File: src/rtl/fft_pkg.sv
// Shared FFT definitions: default sizes, the complex sample type used by the
// SDF stages, and the bit-reversal helper used to address reorder memories.
package fft_pkg;

   localparam int DEF_WIDTH    = 8;
   localparam int DEF_LOG2N    = 4;
   localparam int BITREV_MAX_W = 16;

   typedef struct packed {
      logic signed [DEF_WIDTH-1:0] re;
      logic signed [DEF_WIDTH-1:0] im;
   } cplx_t;

   // Reverse the low nbits of idx; bits above nbits come back as zero.
   // Built from shifts so no variable bit-select is needed.
   function automatic logic [BITREV_MAX_W-1:0] bitrev(
      input logic [BITREV_MAX_W-1:0] idx,
      input int                      nbits
   );
      logic [BITREV_MAX_W-1:0] res;
      logic [BITREV_MAX_W-1:0] tmp;
      res = '0;
      tmp = idx;
      for (int i = 0; i < BITREV_MAX_W; i++) begin
         if (i < nbits) begin
            res = {res[BITREV_MAX_W-2:0], tmp[0]};
            tmp = tmp >> 1;
         end else begin
            res = res;
         end
      end
      return res;
   endfunction

endpackage

File: src/rtl/fft_bitrev_reorder_if.sv
// Sample stream bundle around the bit-reversal reorder block: bit-reversed
// samples in, natural-order samples out.
interface fft_bitrev_reorder_if
   import fft_pkg::*;
#(
   parameter int WIDTH = DEF_WIDTH
);

   logic                    enable_in;
   logic signed [WIDTH-1:0] in_re;
   logic signed [WIDTH-1:0] in_im;
   logic                    enable_out;
   logic signed [WIDTH-1:0] out_re;
   logic signed [WIDTH-1:0] out_im;
   logic                    frame_start;

   // Upstream / downstream side: drives samples in, observes the output stream.
   modport master (
      output enable_in, in_re, in_im,
      input  enable_out, out_re, out_im, frame_start
   );

   // Reorder block side.
   modport slave (
      input  enable_in, in_re, in_im,
      output enable_out, out_re, out_im, frame_start
   );

endinterface

File: src/rtl/fft_reorder_ram.sv
// Simple dual-port memory holding both ping-pong banks; address is {bank, index}.
// Read data is registered; contents are not reset.
module fft_reorder_ram #(
   parameter int DW = 16,
   parameter int AW = 5
) (
   input  logic          clk,
   input  logic          wr_en,
   input  logic [AW-1:0] wr_addr,
   input  logic [DW-1:0] wr_data,
   input  logic          rd_en,
   input  logic [AW-1:0] rd_addr,
   output logic [DW-1:0] rd_data
);

   logic [DW-1:0] mem_r [2**AW];

   // Write port: one word per enabled cycle.
   always_ff @(posedge clk) begin
      if (wr_en) begin
         mem_r[wr_addr] <= wr_data;
      end
   end

   // Registered read port: data for rd_addr appears one edge later.
   always_ff @(posedge clk) begin
      if (rd_en) begin
         rd_data <= mem_r[rd_addr];
      end
   end

endmodule

File: src/rtl/fft_bitrev_reorder.sv
// Bit-reversed to natural order reorder for the SDF FFT output. Frames are
// written into alternating banks at bit-reversed addresses and read back
// sequentially, so consecutive frames stream out without gaps.
module fft_bitrev_reorder
   import fft_pkg::*;
#(
   parameter int WIDTH = DEF_WIDTH,
   parameter int LOG2N = DEF_LOG2N
) (
   input logic                clk,
   input logic                rst,
   fft_bitrev_reorder_if.slave bus
);

   localparam int N  = 1 << LOG2N;
   localparam int AW = LOG2N + 1;
   localparam int DW = 2 * WIDTH;

   typedef enum logic [0:0] {
      S_IDLE = 1'b0,
      S_READ = 1'b1
   } rd_state_t;

   // Write side
   logic [LOG2N-1:0]        wr_cnt_r;
   logic                    wr_bank_r;
   logic [LOG2N-1:0]        wr_idx_s;
   logic                    wr_last_s;

   // Bank bookkeeping
   logic [1:0]              full_r;
   logic [1:0]              full_next_s;
   logic [1:0]              rd_clr_s;
   logic [1:0]              wr_set_s;

   // Read side
   rd_state_t               rd_state_r;
   logic [LOG2N-1:0]        rd_cnt_r;
   logic                    rd_bank_r;
   logic                    rd_issue_s;
   logic                    rd_last_s;
   logic                    rd_valid_r;
   logic                    rd_first_r;
   logic [DW-1:0]           rd_data_s;

   // Output registers
   logic                    enable_out_r;
   logic                    frame_start_r;
   logic signed [WIDTH-1:0] out_re_r;
   logic signed [WIDTH-1:0] out_im_r;

   assign wr_idx_s  = LOG2N'(bitrev(BITREV_MAX_W'(wr_cnt_r), LOG2N));
   assign wr_last_s = bus.enable_in && (wr_cnt_r == LOG2N'(N - 1));

   // A read is issued every cycle in READ, and also straight from IDLE as soon
   // as the current bank is full; that IDLE issue is index 0 of the frame, which
   // is what keeps the input-to-output latency at two edges.
   assign rd_issue_s = (rd_state_r == S_READ) || full_r[rd_bank_r];
   assign rd_last_s  = rd_issue_s && (rd_cnt_r == LOG2N'(N - 1));

   // Flags as they will be after this edge: a finished read clears its bank, a
   // finished write sets its bank. The FSM looks at this to chain frames.
   assign rd_clr_s    = rd_last_s ? (2'b01 << rd_bank_r) : 2'b00;
   assign wr_set_s    = wr_last_s ? (2'b01 << wr_bank_r) : 2'b00;
   assign full_next_s = (full_r & ~rd_clr_s) | wr_set_s;

   fft_reorder_ram #(
      .DW (DW),
      .AW (AW)
   ) u_ram (
      .clk     (clk),
      .wr_en   (bus.enable_in),
      .wr_addr ({wr_bank_r, wr_idx_s}),
      .wr_data ({bus.in_re, bus.in_im}),
      .rd_en   (rd_issue_s),
      .rd_addr ({rd_bank_r, rd_cnt_r}),
      .rd_data (rd_data_s)
   );

   // Write counter and bank select: advance per accepted sample, flip bank at frame end.
   always_ff @(posedge clk) begin
      if (rst) begin
         wr_cnt_r  <= '0;
         wr_bank_r <= 1'b0;
      end else if (bus.enable_in) begin
         wr_cnt_r  <= wr_cnt_r + LOG2N'(1);
         wr_bank_r <= wr_last_s ? ~wr_bank_r : wr_bank_r;
      end else begin
         wr_cnt_r  <= wr_cnt_r;
         wr_bank_r <= wr_bank_r;
      end
   end

   // Bank-full flags: set by the writer, cleared by the reader.
   always_ff @(posedge clk) begin
      if (rst) begin
         full_r <= 2'b00;
      end else begin
         full_r <= full_next_s;
      end
   end

   // Read FSM: sweeps natural indices of the full bank and tags each issued read.
   always_ff @(posedge clk) begin
      if (rst) begin
         rd_state_r <= S_IDLE;
         rd_cnt_r   <= '0;
         rd_bank_r  <= 1'b0;
         rd_valid_r <= 1'b0;
         rd_first_r <= 1'b0;
      end else begin
         rd_valid_r <= rd_issue_s;
         rd_first_r <= rd_issue_s && (rd_cnt_r == '0);
         case (rd_state_r)
            S_IDLE: begin
               if (full_r[rd_bank_r]) begin
                  // Index 0 is issued on this edge; continue from index 1.
                  rd_state_r <= S_READ;
                  rd_cnt_r   <= LOG2N'(1);
               end else begin
                  rd_state_r <= S_IDLE;
                  rd_cnt_r   <= '0;
               end
            end
            S_READ: begin
               if (rd_last_s) begin
                  rd_cnt_r   <= '0;
                  rd_bank_r  <= ~rd_bank_r;
                  rd_state_r <= full_next_s[~rd_bank_r] ? S_READ : S_IDLE;
               end else begin
                  rd_cnt_r   <= rd_cnt_r + LOG2N'(1);
                  rd_state_r <= S_READ;
               end
            end
            default: begin
               rd_state_r <= S_IDLE;
               rd_cnt_r   <= '0;
            end
         endcase
      end
   end

   // Output register: forwards read data when valid, otherwise drives zeros.
   always_ff @(posedge clk) begin
      if (rst) begin
         enable_out_r  <= 1'b0;
         frame_start_r <= 1'b0;
         out_re_r      <= '0;
         out_im_r      <= '0;
      end else if (rd_valid_r) begin
         enable_out_r  <= 1'b1;
         frame_start_r <= rd_first_r;
         out_re_r      <= rd_data_s[DW-1:WIDTH];
         out_im_r      <= rd_data_s[WIDTH-1:0];
      end else begin
         enable_out_r  <= 1'b0;
         frame_start_r <= 1'b0;
         out_re_r      <= '0;
         out_im_r      <= '0;
      end
   end

   assign bus.enable_out  = enable_out_r;
   assign bus.frame_start = frame_start_r;
   assign bus.out_re      = out_re_r;
   assign bus.out_im      = out_im_r;

endmodule

File: src/flat_wrapper.sv
// flat-port wrapper written by rule: the top's interface ports become plain ports
module fft_bitrev_reorder_flat import fft_pkg::*;
#(
   parameter int WIDTH = DEF_WIDTH,
   parameter int LOG2N = DEF_LOG2N
)
  (clk, rst, bus_enable_in, bus_in_re, bus_in_im, bus_enable_out, bus_out_re, bus_out_im, bus_frame_start);
  fft_bitrev_reorder_if #(.WIDTH(WIDTH)) bus_i ();
  input logic clk;
  input logic rst;
  input wire logic [$bits(bus_i.enable_in)-1:0] bus_enable_in;
  input wire logic [$bits(bus_i.in_re)-1:0] bus_in_re;
  input wire logic [$bits(bus_i.in_im)-1:0] bus_in_im;
  output wire logic [$bits(bus_i.enable_out)-1:0] bus_enable_out;
  output wire logic [$bits(bus_i.out_re)-1:0] bus_out_re;
  output wire logic [$bits(bus_i.out_im)-1:0] bus_out_im;
  output wire logic [$bits(bus_i.frame_start)-1:0] bus_frame_start;
  assign bus_i.enable_in = bus_enable_in;
  assign bus_i.in_re = bus_in_re;
  assign bus_i.in_im = bus_in_im;
  assign bus_enable_out = bus_i.enable_out;
  assign bus_out_re = bus_i.out_re;
  assign bus_out_im = bus_i.out_im;
  assign bus_frame_start = bus_i.frame_start;
  fft_bitrev_reorder #(.WIDTH(WIDTH), .LOG2N(LOG2N)) u_core (.clk(clk), .rst(rst), .bus(bus_i));
endmodule
File: config.mk
export PLATFORM = sky130hd
export DESIGN_NAME = fft_bitrev_reorder_flat
export DESIGN_NICKNAME = d
export VERILOG_FILES = /design/src/rtl/fft_pkg.sv /design/src/rtl/fft_bitrev_reorder_if.sv /design/src/rtl/fft_reorder_ram.sv /design/src/rtl/fft_bitrev_reorder.sv /design/src/flat_wrapper.sv
export SDC_FILE = /design/constraint.sdc
export NUM_CORES = 1
export LEC_CHECK = 0
export CORE_MARGIN = 2
export CORE_UTILIZATION = 62
export CTS_BUF_LIST = sky130_fd_sc_hd__clkbuf_2 sky130_fd_sc_hd__clkbuf_4 sky130_fd_sc_hd__clkbuf_8
export CTS_CLUSTER_DIAMETER = 50
export DETAILED_ROUTE_END_ITERATION = 7
export GPL_ROUTABILITY_DRIVEN = 0
export GPL_TIMING_DRIVEN = 0
export HOLD_SLACK_MARGIN = 0.12
export PLACE_DENSITY_LB_ADDON = 0.1
export SYNTH_ARGS = -nofsm -noshare
export SYNTH_HDL_FRONTEND = slang
export SYNTH_SLANG_ARGS = --single-unit
export TNS_END_PERCENT = 10
File: constraint.sdc
create_clock -name clk -period 2.6 [get_ports clk]
set_input_delay 0.39 -clock clk [delete_from_list [all_inputs] [get_ports clk]]
set_output_delay 0.39 -clock clk [all_outputs]
set_load 0.02 [all_outputs]
==> results_dict.tcl <==
set metrics [dict create \
    outcome "complete, no violations" \
    fin_skew_ns 0.0203 \
    synth-async-reset-ratio 0 \
    stdcell_area_sq_um 24400 \
    met1_usage 0.424 \
    fill_cells 2047 \
    drtIter0Drc 1430 \
    setup_violations 0 \
    netlist_area_sq_um 21400 \
    leakage_nw 7.63 \
    gr-max-usage-layer "met2" \
    regToRegStartpoint "u_core.rd_bank_r$_SDFFE_PP0P_" \
    synth_nets 1085 \
    finalNonFillerCells 1723 \
    dp_cells 1572 \
    ys_top_cells_by_count "edfxtp_1 (528), mux4_2 (90), nor2_1 (54)" \
    finalCriticalPeriod_ns 2.54 \
    fin_tns_setup_ns 0 \
    placedInstanceArea_sq_um 22700 \
    syn_inst 1063 \
    clock_latency_ns 0.63 \
    grt_first_pass_wirelength_microns 72400 \
    synth_top_area_frac 0.742 \
    numPortBuffers 35 \
    rsz0062_at_grt "yes" \
    grt_util_met3 0.0797 \
    ioPinCount 37 \
    synth_top_area_cell "edfxtp_1" \
    std_cell_rows 67 \
    antenna_left 0 \
    synth_warnings 0 \
    synthTopCellsByArea "edfxtp_1 (74%), mux4_2 (9.5%), dfxtp_1 (3.1%)" \
    nNetsFinal 1234 \
    antenna_cells 0 \
    drv_cap 0 \
    power_density_nw_per_um2 714 \
    endpoint_kind "flop" \
    clkTransAtPathRegs_ns 0.06 \
    yosysMostFrequentCell "edfxtp_1" \
    hp-start "bus_enable_in" \
    syn_area_per_cell_sq_um 20.1 \
    drt_pass1_iterations 6 \
    wire_per_inst_microns 29.2 \
    hold_depth 3 \
    syn2layout_area_growth_pct 14.2 \
    crit_type "flop to flop" \
    drv_slew 0 \
    cp.required_ns 2.96 \
    regArea_sq_um 16500 \
    viasPerCell 6.41 \
    synth_cell_type_count 44 \
    clk_path_buf_depth 3 \
    dieArea_sq_um 35900 \
    crit_start "u_core.rd_bank_r$_SDFFE_PP0P_" \
    holdBufCountCts 0 \
    cts_tree "done" \
    critPathLaunchType "flop" \
    grt_antenna_before_repair 1 \
    wl_microns 50300 \
    clock.fmax_mhz 393 \
    multiInputGateArea_sq_um 4580 \
    ir_drop_mv 0.477 \
    yosys_most_used_dff "edfxtp_1" \
    fin_crit_sh 0.978 \
    grt_usage 0.290 \
    ys_ff_latch 561 \
    worstMarginPinSlew_ns 1.42 \
    drive_above_1_share 0.287 \
    yosysSeqAreaShare 0.773 \
    crit_arrival_ns 2.90 \
    grt_use_met2 0.426 \
    hpwl_microns 32600 \
    hp-class "input pin to flop" \
    cts.htree.levels 3 \
    grt_max_degree 33 \
    cp_max_fo 10 \
    core_sq_um 33700 \
    grt_overflow 0 \
    finalHoldViolCount 0 \
    initial_core_util 0.634 \
    vias 11100 \
    reg2reg_depth 5 \
    post-route-drc-count 0 \
    cts_sinks 561 \
    slew_headroom 0.0532 \
    die_w_microns 190 \
    cts_made_buffers 86 \
    synth-edff-count 528 \
    clockRootBuffer "clkbuf_8" \
    die_h_microns 190 \
    grt_pass1_vias 11100 \
]
-- report_power, final --
group          total, mW  internal (mW)  switching (mW)
Sequential          9.95           9.94          0.0117
Clock               7.10           3.94            3.16
Combinational      0.364         0.0862           0.278
-- registers in the layout (all words and copies together), names as in the netlist, 2 cells and up --
name / count
u_core.bus.out_im: 8
u_core.bus.out_re: 8
u_core.full_r: 2
u_core.rd_cnt_r: 4
u_core.u_ram.mem_r: 512
u_core.u_ram.rd_data: 16
u_core.wr_cnt_r: 4
-- cell type report --
type / count / share of cell area
inverter: 5 / 0.000769
sequential: 561 / 0.677
multi-input combinational: 436 / 0.188
timing repair buffer: 61 / 0.0281
buffer: 61 / 0.0146
clock inverter: 19 / 0.00426
tap: 448 / 0.0230
clock buffer: 132 / 0.0647
-- worst max-delay path, stage by stage (launching register included) --
cell      delay [ns]
dfxtp_1         0.36
clkbuf_1        0.53
clkbuf_1        0.72
o21ai_0         0.20
a211oi_1        0.36
a21oi_1         0.10
-- stage by stage --
stage	hold WS, ns	util	worst slack, ns	total power, mW
floorplan	0.406	-	0.204	10.2
global placement	0.427	0.661	-0.603	10.5
detailed placement	0.427	0.674	-0.132	10.5
CTS	0.206	0.724	0.0223	17.5
global route	0.306	0.724	-0.0214	17.9
finish	0.241	0.724	0.0575	17.4
-- what timing repair did --
item | 4_1_cts | 5_1_grt
setup endpoints to repair | 0 | 6
buffers inserted | 0 | 0
resized for setup | 0 | 7
-- worst paths after layout --
kind	endpoint	slack [ns]
min	u_core.wr_cnt_r[1]$_SDFFE_PP0P_	0.24
max reg2reg	u_core.u_ram.rd_data[2]$_DFFE_PP_	0.06
min reg2reg	u_core.bus.out_im[1]$_SDFF_PP0_	0.44
max	u_core.u_ram.rd_data[2]$_DFFE_PP_	0.06
-- per-layer routing --
| metal | routed length, microns | share of wire |
|---|---|---|
| met4 | 1450 | 0.029 |
| met1 | 20300 | 0.40 |
| met2 | 22700 | 0.45 |
| met3 | 5810 | 0.12 |
| met5 | 68 | 0.0014 |
-- cell usage in the layout, fill, tap and decap left out, types with 19 or more instances in the layout --
| master | count |
|---|---|
| edfxtp_1 | 528 |
| clkbuf_8 | 94 |
| mux4_2 | 90 |
| mux2i_1 | 44 |
| clkbuf_4 | 39 |
| dfxtp_1 | 33 |
| mux2_2 | 31 |
| nor2_2 | 31 |
| a22oi_1 | 28 |
| clkdlybuf4s50_1 | 28 |
| clkbuf_1 | 25 |
| nand2_1 | 24 |
| nor2_1 | 23 |
| a21oi_1 | 23 |
| and2_1 | 20 |
| buf_2 | 19 |
-- logic make-up after synthesis --
group	count (synthesis)	synth area share
AOI/OAI and AO/OA	112	0.0364
xor gates and xnor gates	5	0.00205
adders and majority gates	3	0.00176
buffers and inverters	66	0.0175
muxes	166	0.133
DFF	561	0.773
and+or+nand+nor	150	0.0358
Note: power is estimated with default switching activity, not from simulation.
